[config.mk]
export PLATFORM = sky130hd
export DESIGN_NAME = pc_sequencer
export DESIGN_NICKNAME = d
export VERILOG_FILES = /design/src/rtl/pc_sequencer.sv
export SDC_FILE = /design/constraint.sdc
export NUM_CORES = 1
export LEC_CHECK = 0
export BUFFER_PORTS_ARGS = -buffer_cell sky130_fd_sc_hd__buf_2
export CORE_MARGIN = 5
export CORE_UTILIZATION = 40
export CTS_BUF_LIST = sky130_fd_sc_hd__clkbuf_8
export CTS_CLUSTER_SIZE = 16
export DETAILED_ROUTE_END_ITERATION = 10
export SETUP_SLACK_MARGIN = 0.2
export SYNTH_ARGS = -nofsm -noshare
export SYNTH_HDL_FRONTEND = slang
export SYNTH_SLANG_ARGS = --single-unit
[constraint.sdc]
create_clock -name CLK -period 2.81 [get_ports CLK]
set_input_delay 0.281 -clock CLK [delete_from_list [all_inputs] [get_ports CLK]]
set_output_delay 0.281 -clock CLK [all_outputs]
set_load 0.02 [all_outputs]
[src/rtl/pc_sequencer.sv]
// Fetch program-counter sequencer: sequential increment, stall hold, and
// branch/trap redirection with capture of redirects that arrive during a stall.
// All state advances on the falling edge of CLK.
module pc_sequencer #(
  parameter int unsigned     SIZE         = 32,
  parameter int unsigned     STEP         = 4,
  parameter logic [SIZE-1:0] RESET_VECTOR = '0,
  parameter logic [SIZE-1:0] TRAP_VECTOR  = SIZE'(32'h0000_0100)
) (
  input  logic            CLK,
  input  logic            RESET,
  input  logic            StallF,
  input  logic            BranchTakenE,
  input  logic [SIZE-1:0] BranchTargetE,
  input  logic            TrapReq,
  output logic [SIZE-1:0] PCF,
  output logic [SIZE-1:0] PCPlusStepF,
  output logic            RedirectPending,
  output logic            MisalignF
);

  localparam logic [SIZE-1:0] STEP_V     = SIZE'(STEP);
  localparam logic [SIZE-1:0] ALIGN_MASK = SIZE'(STEP - 1);

  typedef enum logic {RUN, HOLD} state_t;

  state_t          state_q, state_d;
  logic [SIZE-1:0] pc_q, pc_d;
  logic [SIZE-1:0] pend_q, pend_d;
  logic            pend_trap_q, pend_trap_d;
  logic            mis_q, mis_d;

  logic [SIZE-1:0] br_tgt;
  logic            br_mis;
  logic [SIZE-1:0] hold_tgt;
  logic            hold_trap;

  // State register, synchronous reset on the falling edge
  always_ff @(negedge CLK) begin
    if (RESET) begin
      state_q     <= RUN;
      pc_q        <= RESET_VECTOR;
      pend_q      <= '0;
      pend_trap_q <= 1'b0;
      mis_q       <= 1'b0;
    end else begin
      state_q     <= state_d;
      pc_q        <= pc_d;
      pend_q      <= pend_d;
      pend_trap_q <= pend_trap_d;
      mis_q       <= mis_d;
    end
  end

  // Next-state logic: trap beats branch, branch beats pending, pending beats stall
  always_comb begin
    state_d     = state_q;
    pc_d        = pc_q;
    pend_d      = pend_q;
    pend_trap_d = pend_trap_q;
    mis_d       = 1'b0;
    br_tgt      = BranchTargetE & ~ALIGN_MASK;
    br_mis      = |(BranchTargetE & ALIGN_MASK);
    hold_tgt    = pend_q;
    hold_trap   = pend_trap_q;

    unique case (state_q)
      RUN: begin
        if (TrapReq) begin
          if (StallF) begin
            pend_d      = TRAP_VECTOR;
            pend_trap_d = 1'b1;
            state_d     = HOLD;
          end else begin
            pc_d = TRAP_VECTOR;
          end
        end else if (BranchTakenE) begin
          mis_d = br_mis;
          if (StallF) begin
            pend_d      = br_tgt;
            pend_trap_d = 1'b0;
            state_d     = HOLD;
          end else begin
            pc_d = br_tgt;
          end
        end else if (!StallF) begin
          pc_d = pc_q + STEP_V;
        end
      end
      HOLD: begin
        // A fresh redirect updates the candidate first; a pending trap is sticky against branches
        if (TrapReq) begin
          hold_tgt  = TRAP_VECTOR;
          hold_trap = 1'b1;
        end else if (BranchTakenE && !pend_trap_q) begin
          hold_tgt  = br_tgt;
          hold_trap = 1'b0;
          mis_d     = br_mis;
        end
        if (StallF) begin
          pend_d      = hold_tgt;
          pend_trap_d = hold_trap;
        end else begin
          pc_d        = hold_tgt;
          pend_d      = '0;
          pend_trap_d = 1'b0;
          state_d     = RUN;
        end
      end
    endcase
  end

  assign PCF             = pc_q;
  assign PCPlusStepF     = pc_q + STEP_V;
  assign RedirectPending = (state_q == HOLD);
  assign MisalignF       = mis_q;

endmodule

Word level (Yosys, flattened, before mapping):

Index checks and enable logic that the tools add are counted.

* register bits: 67
* input bits: 37
* output and inout bits: 66
* logic and storage cells: 51

* mux-type cells: 32
* reduce and logical (&&, ||, !) cells: 6
* add/subtract/negate cells: 1
* bitwise operators: 1
* equality and inequality tests: 6

Operator list (count)
* 32-bit two-way mux: 13
* 32-bit one-hot mux with 2 select lines: 2
* 32-bit by 3-bit adder with 32-bit output, second input constant: 1
* 1-bit two-way mux: 14
* 3-bit inequality test, second input constant: 3
* 1-bit one-hot mux with 2 select lines: 3
* 2-bit inequality test, second input constant: 2
* 4-bit by 3-bit inequality test with 1-bit output, second input constant: 1
* 4-bit AND reduction: 1
* 3-bit AND reduction: 1
* 2-bit AND reduction: 1
* 2-bit OR reduction: 1
* 1-bit logical AND: 1
* 1-bit logical NOT: 1
* 1-bit NOT: 1

Logic depth before layout (Yosys ltp):

Gate-level depths: netlist (run 1).

* depth after elaboration: 6
* depth in mapped cells: 8
* mapped depth without buffers: 6

==> results.py, run 1 <==
metrics = {
    "die": {
        "dieHeight_um": 107.7,
        "core-area_um2": 9284,
        "placementRows": 35,
        "num_io_pins": 103,
        "die_area_um2": 11590,
        "initial_core_util_pct": 41.11,
        "die_width_um": 107.7,
    },
    "placed_design": {
        "hpwl_um": 11250,
        "pre_cts_slack_ps": -528.6,
        "io_buffers": 102,
        "gp_congestion": 0.9120,
    },
    "synth": {
        "synth_top_cells_by_area": "dfxtp_1, xnor2_1, a21oi_1",
        "ys_async_sr_fraction_pct": 0,
        "synthTopCellsByCount": "dfxtp_1, nand2_1, nor2_1",
        "synth_most_common_cell": "dfxtp_1",
        "synth_area_um2": 3816,
        "yosysSeqAreaShare_pct": 35.15,
        "syn_inst": 460,
        "synth_flop_cell": "dfxtp_1",
        "synth_cell_types": 60,
        "synth_top_area_cell": "dfxtp_1",
        "synthDominantCellAreaShare_pct": 35.15,
        "ys_ff_latch": 67,
        "avgSynthCellArea_um2": 8.296,
        "yosysWarnings": 0,
        "synthesis.nets": 498,
        "synth_edf_count": 0,
    },
    "worst_setup_path": {
        "cp_data_required_time_ps": 2530,
        "reg2reg_slack_ps": 750,
        "start_kind": "flop",
        "critPathCaptureType": "output port",
        "crit_fanout": 4,
        "path_class": "flop to output port",
        "worstPathArrival_ps": 3480,
    },
    "route": {
        "viasPerCell": 5.748,
        "wirelength_um": 18340,
        "firstDrtPassIters": 8,
        "num_vias": 5254,
        "drtIter0Drc": 505,
        "wl_per_cell_um": 20.07,
        "ant_nets": 0,
        "drc": 0,
    },
    "flow_run": {
        "drv_cap": 0,
    },
    "finish": {
        "antennaDiodeCount": 0,
        "layout.nets": 819,
        "final_layout_size_suffix_gt1_share_pct": 53.25,
        "area_delta_synth_final_pct": 95.80,
    },
    "status": {
        "violations": "setup timing",
        "status": "finished, violations left",
    },
    "clock_network": {
        "numCtsBuffers": 9,
        "cts_sinks": 67,
        "clkLatencyLatePin_ps": 420,
        "hold_buffers": 0,
        "cts_max_level": 3,
        "clk_pin_slew_ps": 90,
        "cts-root-buf": "clkbuf_8",
        "cts_tree": "done",
        "clockBufferDepth": 2,
    },
    "power": {
        "p_int_w": 0.001839,
        "p_seq_share_pct": 35.1,
        "pwr_density_cell_nw_per_um2": 391.0,
        "p_sw_share_pct": 37.06,
        "p_leak_nw": 3.619,
        "clock_power_share_pct": 41.8,
        "pwr-share-comb_pct": 23.1,
        "peakVddDrop_uv": 327.5,
        "p_sw_w": 0.001083,
    },
    "sta": {
        "worstMarginPinSlew_ps": 399.3,
        "rsz0062_at_grt": "true",
        "fin_skew_ps": 41.69,
        "hold_violations": 0,
        "setup_viol": 32,
        "worst_slack_ps": -951.5,
        "setup_tns_ps": -21430,
        "slew_headroom_pct": 73.22,
        "maxSlewViolCount": 0,
    },
    "global_route": {
        "grt_pass1_wl_um": 25090,
        "grt_max_degree": 26,
        "grtUsageTotal_pct": 27.41,
        "grt.overflow.total": 0,
        "grt_pass1_vias": 4989,
        "antenna_found_initial": 0,
    },
    "worst_hold_path": {
        "hold_class": "flop to flop",
    },
}
==> critical path, cell delays in order (launching register included) <==
cell and delay (ps):
dfxtp_4 370, nand2_2 60, or3_4 440, nor4_4 300
buf_4 190, xor2_4 160, buf_6 130
==> kinds of logic after synthesis <==
kind of cell	share of synthesized area, %
flip-flops	35.15
AO/OA/AOI/OAI	25.05
multiplexers	2.656
XOR/XNOR	6.393
adder cells (fa/ha/maj)	0.3278
buffers and inverters	6.229
AND/OR/NAND/NOR	24.20
==> layer usage <==
metal | GRT usage, % | share of wire, % | vias to the layer above
met4 | 11.54 | 2.8 | 0
met3 | 9.178 | 9.4 | 55
met2 | 42.32 | 48 | 331
met5 | 0 | 0 | -
met1 | 34.86 | 40 | 2503
li1 | - | - | 2365
==> path summary, 6_finish.rpt <==
path / depth (start not counted) / startpoint / to
min: 2 / pend_q[1] / PCF[1]
min reg2reg: 2 / pend_q[1] / PCF[1]
max: 6 / PCF[20] / PCPlusStepF[31]
max reg2reg: 9 / PCF[20] / PCF[31]
==> metrics by stage <==
| stage | instances | hold WS (ps) | power [W] | util [%] | area (um^2) |
|---|---|---|---|---|---|
| floorplan | 460 | 427.7 | 0.001474 | - | 4330 |
| global placement | 784 | 440.2 | 0.001687 | 61.48 | 5708 |
| CTS | 881 | 443.7 | 0.002802 | 73.77 | 6849 |
| global route | 914 | 456.6 | 0.003081 | 80.49 | 7472 |
| detailed placement | 784 | 445.8 | 0.001695 | 61.48 | 5708 |
| finish | 914 | 443.5 | 0.002921 | 80.49 | 7472 |
==> power groups by stage <==
stage | registers (W) | clock network, W | logic, W
5_1_grt | 0.00103 | 0.00135 | 0.000709
4_1_cts | 0.00102 | 0.00119 | 0.000587
3_5_place_dp | 0.00103 | 0.000146 | 0.000520
6_report | 0.00102 | 0.00122 | 0.000676
2_1_floorplan | 0.00106 | 0.000146 | 0.000268
3_3_place_gp | 0.00103 | 0.000146 | 0.000514
==> cell type report <==
| type | count | area [um^2] |
|---|---|---|
| Fill cell | 573 | 1812 |
| Clock inverter | 73 | 305.3 |
| Sequential cell | 67 | 1419 |
| Clock buffer | 9 | 123.9 |
| Inverter | 9 | 46.29 |
| Tap cell | 129 | 161.4 |
| Multi-Input combinational cell | 350 | 2952 |
| Timing Repair Buffer | 277 | 2465 |
==> layout by cell type (no fill, tap or decap), types with 5 or more instances in the layout <==
cell type	n
dfxtp_4	16
nand2_4	5
buf_6	92
nand3_1	5
buf_12	7
buf_8	7
buf_4	131
a21oi_1	36
a211oi_1	9
nand3_4	8
nor2_1	37
dfxtp_2	14
o21ai_0	10
a22o_1	13
nand4_1	10
buf_2	40
xnor2_4	7
a222oi_1	12
nor3_1	15
inv_1	76
and3_1	8
nand2_1	36
a22oi_1	9
xnor2_2	15
o2bb2ai_1	11
dfxtp_1	37
clkbuf_8	9
a22oi_2	7
a221oi_1	5
==> state kept, by name, summed over array words and instances, names as in the netlist <==
signal / cells
PCF: 32
MisalignF: 1
pend_trap_q: 1
RedirectPending: 1
pend_q: 32
==> repair_timing <==
action,in CTS,in global routing
setup endpoints to repair,71,87
pin swaps,31,44
hold endpoints to repair,0,0
resized for setup,171,78
buffers inserted,16,33
Note: power is estimated with default switching activity, not from simulation.
==> inputs of run 2 (changes only) <==
==> constraint.sdc (replaced) <==
create_clock -name CLK -period 4.65 [get_ports CLK]
set_input_delay 0.465 -clock CLK [delete_from_list [all_inputs] [get_ports CLK]]
set_output_delay 0.465 -clock CLK [all_outputs]
set_load 0.02 [all_outputs]
==> results.py, run 2 (synthesis results as in run 1) <==
metrics = {
    "worst_hold_path": {
        "holdPathEnd": "PCF[0]",
        "holdCritStartpoint": "pend_q[0]",
        "min_path_cells": 2,
        "hold_class": "flop to flop",
    },
    "power": {
        "p_sw_share_pct": 36.43,
        "p_seq_share_pct": 37.8,
        "total_power_w": 0.001636,
        "clock_power_share_pct": 45.1,
        "pwr-share-comb_pct": 17.1,
        "peakVddDrop_uv": 151.8,
        "p_leak_nw": 2.996,
        "p_sw_w": 0.0005959,
        "p_int_w": 0.001040,
        "pwr_density_cell_nw_per_um2": 274.9,
    },
    "worst_setup_path": {
        "worstReg2RegStart": "RedirectPending",
        "cp_data_required_time_ps": 4180,
        "start_kind": "flop",
        "rr_worst_depth": 6,
        "reg2reg_slack_ps": 2530,
        "r2r_end": "pend_q[5]",
        "critPathCaptureType": "output port",
        "worstPathArrival_ps": 4410,
        "path_class": "flop to output port",
        "crit_fanout": 4,
    },
    "placed_design": {
        "gp_congestion": 0.8673,
        "hpwl_um": 9890,
        "io_buffers": 102,
        "placed_cell_area_um2": 4702,
    },
    "finish": {
        "antennaDiodeCount": 0,
        "final_cell_mix": "buf_4, buf_2, inv_1, dfxtp_1, nor2_1",
        "area_delta_synth_final_pct": 55.93,
        "layout.nets": 725,
        "final_layout_size_suffix_gt1_share_pct": 40.90,
        "fin_area_um2": 5951,
        "mostFrequentLayoutCell": "buf_4",
    },
    "sta": {
        "worstMarginPinSlew_ps": 493.2,
        "worst_slack_ps": -226.5,
        "setup_viol": 19,
        "fin_skew_ps": 29.30,
        "slew_headroom_pct": 66.87,
        "hold_violations": 0,
        "maxSlewViolCount": 0,
        "rsz0062_at_grt": "true",
    },
    "die": {
        "core-area_um2": 9284,
        "dieHeight_um": 107.7,
        "placementRows": 35,
        "die_width_um": 107.7,
        "die_area_um2": 11590,
        "num_io_pins": 103,
        "initial_core_util_pct": 41.11,
    },
    "global_route": {
        "antenna_found_initial": 0,
        "grt_pass1_vias": 4674,
        "grt_max_degree": 32,
        "grtUsageTotal_pct": 24.69,
        "grt_pass1_wl_um": 22560,
        "grt.overflow.total": 0,
    },
    "clock_network": {
        "clkLatencyLatePin_ps": 410,
        "numCtsBuffers": 9,
        "cts_max_level": 3,
        "clk_pin_slew_ps": 40,
        "clockBufferDepth": 2,
        "cts_sinks": 67,
        "cts-root-buf": "clkbuf_8",
        "cts_tree": "done",
        "hold_buffers": 0,
    },
    "route": {
        "drc": 0,
        "num_vias": 4698,
        "ant_nets": 0,
        "wl_per_cell_um": 18.12,
        "firstDrtPassIters": 6,
        "viasPerCell": 5.722,
        "drtIter0Drc": 295,
        "wirelength_um": 14880,
    },
    "status": {
        "status": "finished, violations left",
        "violations": "setup timing",
    },
    "flow_run": {
        "drv_cap": 0,
    },
}
## run 2: metrics by stage
| step | util (%) | setup WS [ps] | cells | TNS (ps) | hold WS (ps) |
|---|---|---|---|---|---|
| floorplan | - | 179.6 | 460 | 0 | 427.7 |
| global placement | 50.65 | 40.07 | 694 | 0 | 439.6 |
| detailed placement | 50.65 | 62.52 | 694 | 0 | 443.0 |
| CTS | 60.88 | -259.5 | 805 | -1862 | 445.8 |
| global route | 64.10 | -310.4 | 821 | -4007 | 459.5 |
| finish | 64.10 | -226.5 | 821 | -2536 | 443.9 |
## run 2: cell type report
type,instances,area [um^2]
Clock inverter,74,325.3
Multi-Input combinational cell,350,2636
Clock buffer,9,123.9
Tap cell,129,161.4
Inverter,9,33.78
Sequential cell,67,1408
Fill cell,865,3333
Timing Repair Buffer,183,1262
## run 2: worst max-delay path by stage
stage                  from         endpoint  cells after the start
floorplan           PCF[16]  PCPlusStepF[29]                      4
global placement    PCF[16]  PCPlusStepF[31]                      5
detailed placement  PCF[16]  PCPlusStepF[31]                      5
CTS                 PCF[15]  PCPlusStepF[27]                      5
global route        PCF[13]  PCPlusStepF[31]                      6
finish              PCF[16]  PCPlusStepF[27]                      5
## run 2: per-layer routing
metal	global-route usage (%)	vias to the layer above	wire [um]
met5	0	-	0
met3	7.319	18	1126
met1	30.48	2282	6239
li1	-	2179	-
met2	39.83	219	7298
met4	10.64	0	213
## run 2: power by group through the flow
stage	clock network [W]	logic (W)	registers, W
2_1_floorplan	0.0000886	0.000136	0.000640
3_3_place_gp	0.0000886	0.000240	0.000632
3_5_place_dp	0.0000886	0.000240	0.000633
4_1_cts	0.000758	0.000266	0.000617
5_1_grt	0.000842	0.000301	0.000619
6_report	0.000738	0.000280	0.000618
## run 2: repair_timing
| action | 4_1_cts | 5_1_grt |
|---|---|---|
| endpoints found under the hold margin | 0 | 0 |
| endpoints found under the setup margin | 22 | 25 |
| resized for setup | 74 | 36 |
| buffers inserted | 29 | 16 |
| cloned | 0 | 0 |
| pin swaps | 28 | 27 |
## run 2: worst max-delay path, stage by stage (launching register included)
cell and delay [ps]:
dfxtp_4 350, nand4_4 100, or3_4 370, or4_4 570, xnor2_4 170, buf_6 140
